## config.mk

```make
export PLATFORM = sky130hd
export DESIGN_NAME = regfile_sb_flat
export DESIGN_NICKNAME = d
export VERILOG_FILES = /design/src/rtl/regfile_sb_if.sv /design/src/rtl/regfile_sb.sv /design/src/flat_wrapper.sv
export SDC_FILE = /design/constraint.sdc
export NUM_CORES = 2
export LEC_CHECK = 0
export BUFFER_PORTS_ARGS = -buffer_cell sky130_fd_sc_hd__buf_2
export CORE_MARGIN = 2
export CORE_UTILIZATION = 57
export CTS_CLUSTER_DIAMETER = 40
export DETAILED_ROUTE_END_ITERATION = 6
export PLACE_DENSITY = 0.76
export SYNTH_ARGS = -nofsm -noshare
export SYNTH_HDL_FRONTEND = slang
export SYNTH_SLANG_ARGS = --single-unit
```

## constraint.sdc

```tcl
create_clock -name clk -period 37 [get_ports clk]
set_input_delay 5.55 -clock clk [delete_from_list [all_inputs] [get_ports clk]]
set_output_delay 5.55 -clock clk [all_outputs]
set_load 0.01 [all_outputs]
```

## src/rtl/regfile_sb_if.sv

```systemverilog
// Register file port bundle: two read ports, one write port, reserve/flush
// controls and the pending counter. The master is the decode/issue side and
// the slave is the register file.
interface regfile_sb_if #(
    parameter int unsigned DATA_W = 32,
    parameter int unsigned ADDR_W = 5
);
    logic [ADDR_W-1:0] rg_rd_addr1;
    logic [ADDR_W-1:0] rg_rd_addr2;
    logic [DATA_W-1:0] rg_rd_data1;
    logic [DATA_W-1:0] rg_rd_data2;
    logic              rg_rd_busy1;
    logic              rg_rd_busy2;
    logic              rg_wrt_en;
    logic [ADDR_W-1:0] rg_wrt_addr;
    logic [DATA_W-1:0] rg_wrt_data;
    logic              rg_rsv_en;
    logic [ADDR_W-1:0] rg_rsv_addr;
    logic              rg_rsv_ok;
    logic              rg_flush;
    logic [ADDR_W:0]   rg_pend_cnt;

    modport master (
        output rg_rd_addr1, rg_rd_addr2, rg_wrt_en, rg_wrt_addr, rg_wrt_data,
               rg_rsv_en, rg_rsv_addr, rg_flush,
        input  rg_rd_data1, rg_rd_data2, rg_rd_busy1, rg_rd_busy2, rg_rsv_ok,
               rg_pend_cnt
    );

    modport slave (
        input  rg_rd_addr1, rg_rd_addr2, rg_wrt_en, rg_wrt_addr, rg_wrt_data,
               rg_rsv_en, rg_rsv_addr, rg_flush,
        output rg_rd_data1, rg_rd_data2, rg_rd_busy1, rg_rd_busy2, rg_rsv_ok,
               rg_pend_cnt
    );
endinterface

```

## src/rtl/regfile_sb.sv

```systemverilog
// Register file with two combinational read ports, one synchronous write port
// and a per-register busy scoreboard so decode can stall on operands whose
// long-latency writes are still outstanding.
module regfile_sb #(
    parameter int unsigned DATA_W   = 32,
    parameter int unsigned ADDR_W   = 5,
    parameter int unsigned ZERO_REG = 1,
    parameter int unsigned BYPASS   = 1
) (
    input logic          clk,
    input logic          reset,
    regfile_sb_if.slave  rg
);
    localparam int unsigned Depth = 2 ** ADDR_W;
    localparam int unsigned CntW  = ADDR_W + 1;

    logic [DATA_W-1:0] mem_q [Depth];
    logic [Depth-1:0]  busy_q, busy_d;
    logic [CntW-1:0]   cnt_q, cnt_d;

    logic wrt_zero, rsv_zero;
    logic wrt_eff;
    logic rsv_ok;
    logic rsv_set;
    logic cnt_inc, cnt_dec;

    // Decode write/reserve qualification shared by the scoreboard and read ports.
    always_comb begin
        wrt_zero = (ZERO_REG != 0) && (rg.rg_wrt_addr == '0);
        rsv_zero = (ZERO_REG != 0) && (rg.rg_rsv_addr == '0);
        wrt_eff  = rg.rg_wrt_en && !wrt_zero;
        // A same-cycle write to the reserved register hands it to the new owner.
        rsv_ok   = rg.rg_rsv_en && !rg.rg_flush &&
                   (!busy_q[rg.rg_rsv_addr] ||
                    (rg.rg_wrt_en && (rg.rg_wrt_addr == rg.rg_rsv_addr)));
        rsv_set  = rsv_ok && !rsv_zero;
        // Bit goes (or stays) set after the write is accounted for, so +1 always.
        cnt_inc  = rsv_set;
        cnt_dec  = wrt_eff && busy_q[rg.rg_wrt_addr];
    end

    // Next busy vector and pending counter; flush wins over everything.
    always_comb begin
        busy_d = busy_q;
        cnt_d  = cnt_q;
        if (wrt_eff) begin
            busy_d[rg.rg_wrt_addr] = 1'b0;
        end
        if (rsv_set) begin
            busy_d[rg.rg_rsv_addr] = 1'b1;
        end
        if (cnt_inc && !cnt_dec) begin
            cnt_d = cnt_q + CntW'(1);
        end else if (!cnt_inc && cnt_dec) begin
            cnt_d = cnt_q - CntW'(1);
        end
        if (rg.rg_flush) begin
            busy_d = '0;
            cnt_d  = '0;
        end
    end

    // Storage, scoreboard and counter state.
    always_ff @(posedge clk or posedge reset) begin
        if (reset) begin
            for (int i = 0; i < int'(Depth); i++) begin
                mem_q[i] <= '0;
            end
            busy_q <= '0;
            cnt_q  <= '0;
        end else begin
            if (wrt_eff) begin
                mem_q[rg.rg_wrt_addr] <= rg.rg_wrt_data;
            end
            busy_q <= busy_d;
            cnt_q  <= cnt_d;
        end
    end

    // Read ports with optional write forwarding; everything forced low in reset.
    always_comb begin
        rg.rg_rd_data1 = mem_q[rg.rg_rd_addr1];
        rg.rg_rd_data2 = mem_q[rg.rg_rd_addr2];
        rg.rg_rd_busy1 = busy_q[rg.rg_rd_addr1];
        rg.rg_rd_busy2 = busy_q[rg.rg_rd_addr2];
        if ((BYPASS != 0) && wrt_eff && (rg.rg_wrt_addr == rg.rg_rd_addr1)) begin
            rg.rg_rd_data1 = rg.rg_wrt_data;
            rg.rg_rd_busy1 = 1'b0;
        end
        if ((BYPASS != 0) && wrt_eff && (rg.rg_wrt_addr == rg.rg_rd_addr2)) begin
            rg.rg_rd_data2 = rg.rg_wrt_data;
            rg.rg_rd_busy2 = 1'b0;
        end
        rg.rg_rsv_ok   = rsv_ok;
        rg.rg_pend_cnt = cnt_q;
        if (reset) begin
            rg.rg_rd_data1 = '0;
            rg.rg_rd_data2 = '0;
            rg.rg_rd_busy1 = 1'b0;
            rg.rg_rd_busy2 = 1'b0;
            rg.rg_rsv_ok   = 1'b0;
        end
    end
endmodule

```

## src/flat_wrapper.sv

```systemverilog
// flat-port wrapper written by rule: the top's interface ports become plain ports
module regfile_sb_flat 
#(
    parameter int unsigned DATA_W   = 32,
    parameter int unsigned ADDR_W   = 5,
    parameter int unsigned ZERO_REG = 1,
    parameter int unsigned BYPASS   = 1
)
  (clk, reset, rg_rg_rd_addr1, rg_rg_rd_addr2, rg_rg_wrt_en, rg_rg_wrt_addr, rg_rg_wrt_data, rg_rg_rsv_en, rg_rg_rsv_addr, rg_rg_flush, rg_rg_rd_data1, rg_rg_rd_data2, rg_rg_rd_busy1, rg_rg_rd_busy2, rg_rg_rsv_ok, rg_rg_pend_cnt);
  regfile_sb_if #(.DATA_W(DATA_W), .ADDR_W(ADDR_W)) rg_i ();
  input logic clk;
  input logic reset;
  input wire logic [$bits(rg_i.rg_rd_addr1)-1:0] rg_rg_rd_addr1;
  input wire logic [$bits(rg_i.rg_rd_addr2)-1:0] rg_rg_rd_addr2;
  input wire logic [$bits(rg_i.rg_wrt_en)-1:0] rg_rg_wrt_en;
  input wire logic [$bits(rg_i.rg_wrt_addr)-1:0] rg_rg_wrt_addr;
  input wire logic [$bits(rg_i.rg_wrt_data)-1:0] rg_rg_wrt_data;
  input wire logic [$bits(rg_i.rg_rsv_en)-1:0] rg_rg_rsv_en;
  input wire logic [$bits(rg_i.rg_rsv_addr)-1:0] rg_rg_rsv_addr;
  input wire logic [$bits(rg_i.rg_flush)-1:0] rg_rg_flush;
  output wire logic [$bits(rg_i.rg_rd_data1)-1:0] rg_rg_rd_data1;
  output wire logic [$bits(rg_i.rg_rd_data2)-1:0] rg_rg_rd_data2;
  output wire logic [$bits(rg_i.rg_rd_busy1)-1:0] rg_rg_rd_busy1;
  output wire logic [$bits(rg_i.rg_rd_busy2)-1:0] rg_rg_rd_busy2;
  output wire logic [$bits(rg_i.rg_rsv_ok)-1:0] rg_rg_rsv_ok;
  output wire logic [$bits(rg_i.rg_pend_cnt)-1:0] rg_rg_pend_cnt;
  assign rg_i.rg_rd_addr1 = rg_rg_rd_addr1;
  assign rg_i.rg_rd_addr2 = rg_rg_rd_addr2;
  assign rg_i.rg_wrt_en = rg_rg_wrt_en;
  assign rg_i.rg_wrt_addr = rg_rg_wrt_addr;
  assign rg_i.rg_wrt_data = rg_rg_wrt_data;
  assign rg_i.rg_rsv_en = rg_rg_rsv_en;
  assign rg_i.rg_rsv_addr = rg_rg_rsv_addr;
  assign rg_i.rg_flush = rg_rg_flush;
  assign rg_rg_rd_data1 = rg_i.rg_rd_data1;
  assign rg_rg_rd_data2 = rg_i.rg_rd_data2;
  assign rg_rg_rd_busy1 = rg_i.rg_rd_busy1;
  assign rg_rg_rd_busy2 = rg_i.rg_rd_busy2;
  assign rg_rg_rsv_ok = rg_i.rg_rsv_ok;
  assign rg_rg_pend_cnt = rg_i.rg_pend_cnt;
  regfile_sb #(.DATA_W(DATA_W), .ADDR_W(ADDR_W), .ZERO_REG(ZERO_REG), .BYPASS(BYPASS)) u_core (.clk(clk), .reset(reset), .rg(rg_i));
endmodule
```

**Word level (Yosys, flattened, before mapping)**

Cells that the tools add are included.

- Bits in latches: 0
- RAM bits: 0
- Memory bits (read-only): 0
- Memories kept: 0
- Register bits after elaboration: 1062

- $add $sub $neg: 2
- Mux-type cells: 36
- Reduce and logical (&&, ||, !) cells: 23
- Shift operators: 0
- Multiply operators: 0
- Equality and inequality tests: 3
- Bitwise operators: 6
- Div/mod/pow operators: 0
- $lt $le $gt $ge: 10

Operators with widths:

| cell | count |
|---|---|
| $bwmux 1024 | 1 |
| $mux 32 | 12 |
| $bmux 32 s5 | 2 |
| $demux 32 s5 | 1 |
| $and 32x32->32 | 1 |
| $not 32->32 | 1 |
| $or 32x32->32 | 1 |
| $lt 5x6->1 const B | 4 |
| $bmux 1 s5 | 4 |
| $ge 6x6->1 const B | 3 |
| $mux 6 | 3 |
| $not 5->6 | 3 |
| $eq 5x5->1 | 3 |
| $logic_and 1x1->1 | 13 |
| $mux 1 | 11 |
| $demux 1 s5 | 2 |
| $ge 5x1->1 const B | 2 |
| $logic_not 5->1 | 2 |
| $add 6x1->6 const B | 1 |
| $logic_not 1->1 | 6 |
| $lt 6x1->1 const B | 1 |
| $sub 6x1->6 const B | 1 |
| $reduce_bool 3->1 | 1 |
| $logic_or 1x1->1 | 1 |

**Longest topological paths before layout**

- Word-level depth: 11
- Mapped depth: 18
- Mapped depth without buffers: 15

**Worst setup path before layout**

Ideal clock, no wire load.

- Path type: input port to output port
- Start: input port reset
- End: output port rg_rg_rd_busy1
- Slack: 1.526 ns
- Data required time: 31.450 ns
- Path buffers: 1
- Data arrival time: 29.924 ns
- Stages: 3
- Path through: clkbuf_1 > inv_1 > and3_1

- Word-level cells in the longest chain between the ends: 1

RTL lines:

| element | RTL line | text |
|---|---|---|
| start, declared | flat_wrapper.sv:12 | `input logic reset;` |
| $mux 1 | regfile_sb.sv:96 | `if (reset) begin` |
| end, declared | flat_wrapper.sv:23 | `output wire logic [$bits(rg_i.rg_rd_busy1)-1:0] rg_rg_rd_busy1;` |

Every way passes these cells.

**Worst setup path in the final report**

- Start: input port rg_rg_rd_addr1[0]
- End: output port rg_rg_rd_data1[21]

- Word-level cells in the longest chain between the ends: 6

RTL lines:

| element | RTL line | text |
|---|---|---|
| start, declared | flat_wrapper.sv:13 | `input wire logic [$bits(rg_i.rg_rd_addr1)-1:0] rg_rg_rd_addr1;` |
| $not 5->6 (not written as such) | regfile_sb.sv:82 | `rg.rg_rd_data1 = mem_q[rg.rg_rd_addr1];` |
| $bmux 32 s5 | regfile_sb.sv:82 |  |
| $mux 32 (not written as such) (2 in series) | regfile_sb.sv:82 |  |
| $mux 32 (*) | regfile_sb.sv:86 | `if ((BYPASS != 0) && wrt_eff && (rg.rg_wrt_addr == rg.rg_rd_addr1)) begin` |
| $mux 32 (*) | regfile_sb.sv:96 |  |
| end, declared | flat_wrapper.sv:21 | `output wire logic [$bits(rg_i.rg_rd_data1)-1:0] rg_rg_rd_data1;` |

Every way passes the cells marked *; elsewhere a longest branch is shown, timed or not. The select of a mux whose other input is x is not followed.

==> results.cfg <==
[clock_tree]
cts_hold_buf = 0
cts_tree = done
clk_pin_slew_ns = 0.06
cts.sinks = 1062
htreeDepth = 4
post-cts-setup-buffers = 0
cts_made_buffers = 143
clockBufferDepth = 3
clock_latency_ns = 0.72
root_buffer = clkbuf_16
cts_resized = 0

[global_route]
met1_usage_pct = 43.2
overflow = 0
antenna_found_initial = 5
track_usage_pct = 32.8
grt_pass1_vias = 38000
met2_usage_pct = 52.0
busiest_layer = met2
grt_pass1_wl_mm = 249
grt_max_degree = 180
met3_usage_pct = 7.48

[die]
fp.dieH_um = 322
io_pins = 130
num_rows = 116
die_w_um = 322
die_area_um2 = 104000
start_util_pct = 57.6
core_um2 = 100000

[pwr]
cellInternalPower_uw = 2670
p_sw_uw = 971
pwr-share-seq_pct = 42.1
power_uw = 3640
ir_drop_uv = 38.5
cellPowerDensity_nw_per_um2 = 57.0
swShare_pct = 26.7
p_leak_uw = 0.0274
p_comb_share_pct = 18.9
power_frac_clock_pct = 39.0

[sta]
setup_violations = 0
layout_setup_ws_ns = 21.25
slew_headroom_pct = 14.3
final-max-slew-violation-count = 0
min_period_ns = 15.75
fin_crit_sh_pct = 42.6
rsz0062_at_grt = no
clock_skew_ns = 0.0117
fmax_ghz = 0.0635
tightestPinTransition_ns = 1.29
fin_tns_setup_ns = 0
hold_violations = 0

[setup_path]
critPathTopFamily = buffers and inverters
crit_buf_inv = 5
worst-setup-path-type = primary input to output pin
cp.required_ns = 31.45
cp.arrival_ns = 10.20
max_stage_delay_ns = 0.82
crit_top_cell = buf_4
worst_setup_path_end_kind = output pin
cp_max_fo = 71
slowest_stage = buf_4
crit_path_start_kind = primary input
crit_chain = buf_8 > buf_4 > buf_4 > buf_4 > mux4_2 > mux4_2 > mux2i_1 > a211oi_1 > buf_2

[route]
first_pass_iters = 7
vias = 35700
wl_per_cell_um = 33.4
drtIter0Drc = 3562
wl_mm = 165
viasPerCell = 7.23
ant_nets = 0
drc = 2

[run]
cap_violations = 0

[synth]
synth_area_leader_cell = dfrtp_1
syn_nets = 3663
synth_area_um2 = 57700
syn_area_per_cell_um2 = 16.0
seq_area_frac_synth_pct = 46.1
ys_seq_elements = 1062
synth_cells = 3601
synthTopCellsByArea = dfrtp_1 (46%), mux4_2 (26%), mux2_2 (19%), clkbuf_1 (1.7%), mux2i_1 (1.3%)
ys_warn_count = 0
async_flop_share_pct = 100
ys_types = 54
synth-edff-count = 0
synthTopCellsByCount = dfrtp_1 (1062), mux2_2 (997), mux4_2 (670)
yosysTopAreaCellShare_pct = 46.1
synthFlopType = dfrtp_1
post-synth-top-count-cell = dfrtp_1

[hold_path]
hold_path_class = register to register

[placement]
port_buffers = 129
dp.cells = 4672
place_area_um2 = 59000
place_ws_ns = 21.06
detailed_place_hpwl_mm = 89.2
place_congestion = 0.829

[final_layout]
nets = 3581
drive_above_1_share_pct = 59.7
fin_cells = 4939
n_fill_cell = 6822
syn_to_final_growth_pct = 10.9
seqCellArea_um2 = 26600
final_area_um2 = 63900
multiInputGateArea_um2 = 29400

[run_status]
outcome = finished with violations
violations = design-rule violations
## registers in the layout, indices dropped and copies added, names as in the netlist
signal and flops:
u_core.rg.rg_pend_cnt 6, u_core.busy_q 32, u_core.mem_q 1024
## layer usage
metal | part of all wire [%] | vias to the layer above
met5 | 0.0061 | -
met2 | 48 | 1932
li1 | - | 14000
met4 | 5.1 | 2
met3 | 8.9 | 479
met1 | 38 | 19300
## area by class of cell
cell class / instances / area share (%)
Antenna cell: 3 / 0.0117
Multi-Input combinational cell: 2098 / 46.0
Tap cell: 1298 / 2.54
Timing Repair Buffer: 200 / 1.98
Clock buffer: 176 / 6.11
Inverter: 14 / 0.0939
Clock inverter: 88 / 1.66
Sequential cell: 1062 / 41.6
## cells by family after synthesis
kind of cell	count (synthesis)	share of synthesized area, %
flops	1062	46.1
mux	1742	46.9
compound gates	124	1.60
buf+inv	441	3.15
xor+xnor	18	0.273
simple gates	209	1.82
fa+ha+maj	5	0.122
## power by group through the flow
| stage | Combinational, uW | Clock, uW | Sequential, uW |
|---|---|---|---|
| 2_1_floorplan | 555 | 0 | 1490 |
| 5_1_grt | 731 | 1490 | 1560 |
| 6_report | 689 | 1420 | 1530 |
| 3_5_place_dp | 687 | 0 | 1550 |
| 3_3_place_gp | 659 | 0 | 1510 |
| 4_1_cts | 691 | 1440 | 1530 |
## metrics by stage
| stage | hold slack [ns] | utilization (%) |
|---|---|---|
| floorplan | 0.441 | - |
| global placement | 0.377 | 58.9 |
| detailed placement | 0.383 | 58.9 |
| CTS | 0.396 | 63.8 |
| global route | 0.402 | 63.8 |
| finish | 0.394 | 63.8 |
## cell usage in the layout, fill, tap and decap left out, drive strengths merged, types with 4 or more instances in the layout
cell type / netlist / layout
a211oi: 64 / 64
nor3b: 4 / 4
inv: 14 / 35
or3: 4 / 4
o32ai: 6 / 6
o21ai: 8 / 8
xor2: 12 / 12
bufinv: 0 / 15
clkbuf: 265 / 176
nand3b: 17 / 17
nand2: 37 / 37
nand2b: 4 / 4
nor2b: 4 / 4
clkinv: 0 / 27
mux4: 670 / 670
o22ai: 4 / 4
nand3: 11 / 11
mux2i: 75 / 75
xnor2: 6 / 6
o31ai: 14 / 14
or3b: 8 / 8
nor3: 11 / 11
mux2: 997 / 997
clkinvlp: 0 / 25
dfrtp: 1062 / 1062
nor2: 87 / 87
buf: 162 / 200
and3: 5 / 5
ha: 4 / 4
nand4: 4 / 4
a21oi: 13 / 13
## path summary, 6_finish.rpt
| check | to | cells past startpoint | startpoint | slack [ns] |
|---|---|---|---|---|
| max reg2reg | u_core.rg.rg_pend_cnt[5]$_DFFE_PP0P_ | 13 | u_core.busy_q[15]$_DFF_PP0_ | 33.26 |
| min reg2reg | u_core.mem_q[1020]$_DFFE_PP0P_ | 0 | u_core.mem_q[1020]$_DFFE_PP0P_ | 0.39 |
| min in group asynchronous | u_core.rg.rg_pend_cnt[1]$_DFFE_PP0P_ | 3 | reset | 5.65 |
| min | u_core.mem_q[1020]$_DFFE_PP0P_ | 0 | u_core.mem_q[1020]$_DFFE_PP0P_ | 0.39 |
| max in group asynchronous | u_core.mem_q[943]$_DFFE_PP0P_ | 7 | reset | 27.00 |
| max | rg_rg_rd_data1[21] | 9 | rg_rg_rd_addr1[0] | 21.25 |
Note: power is estimated with default switching activity, not from simulation.
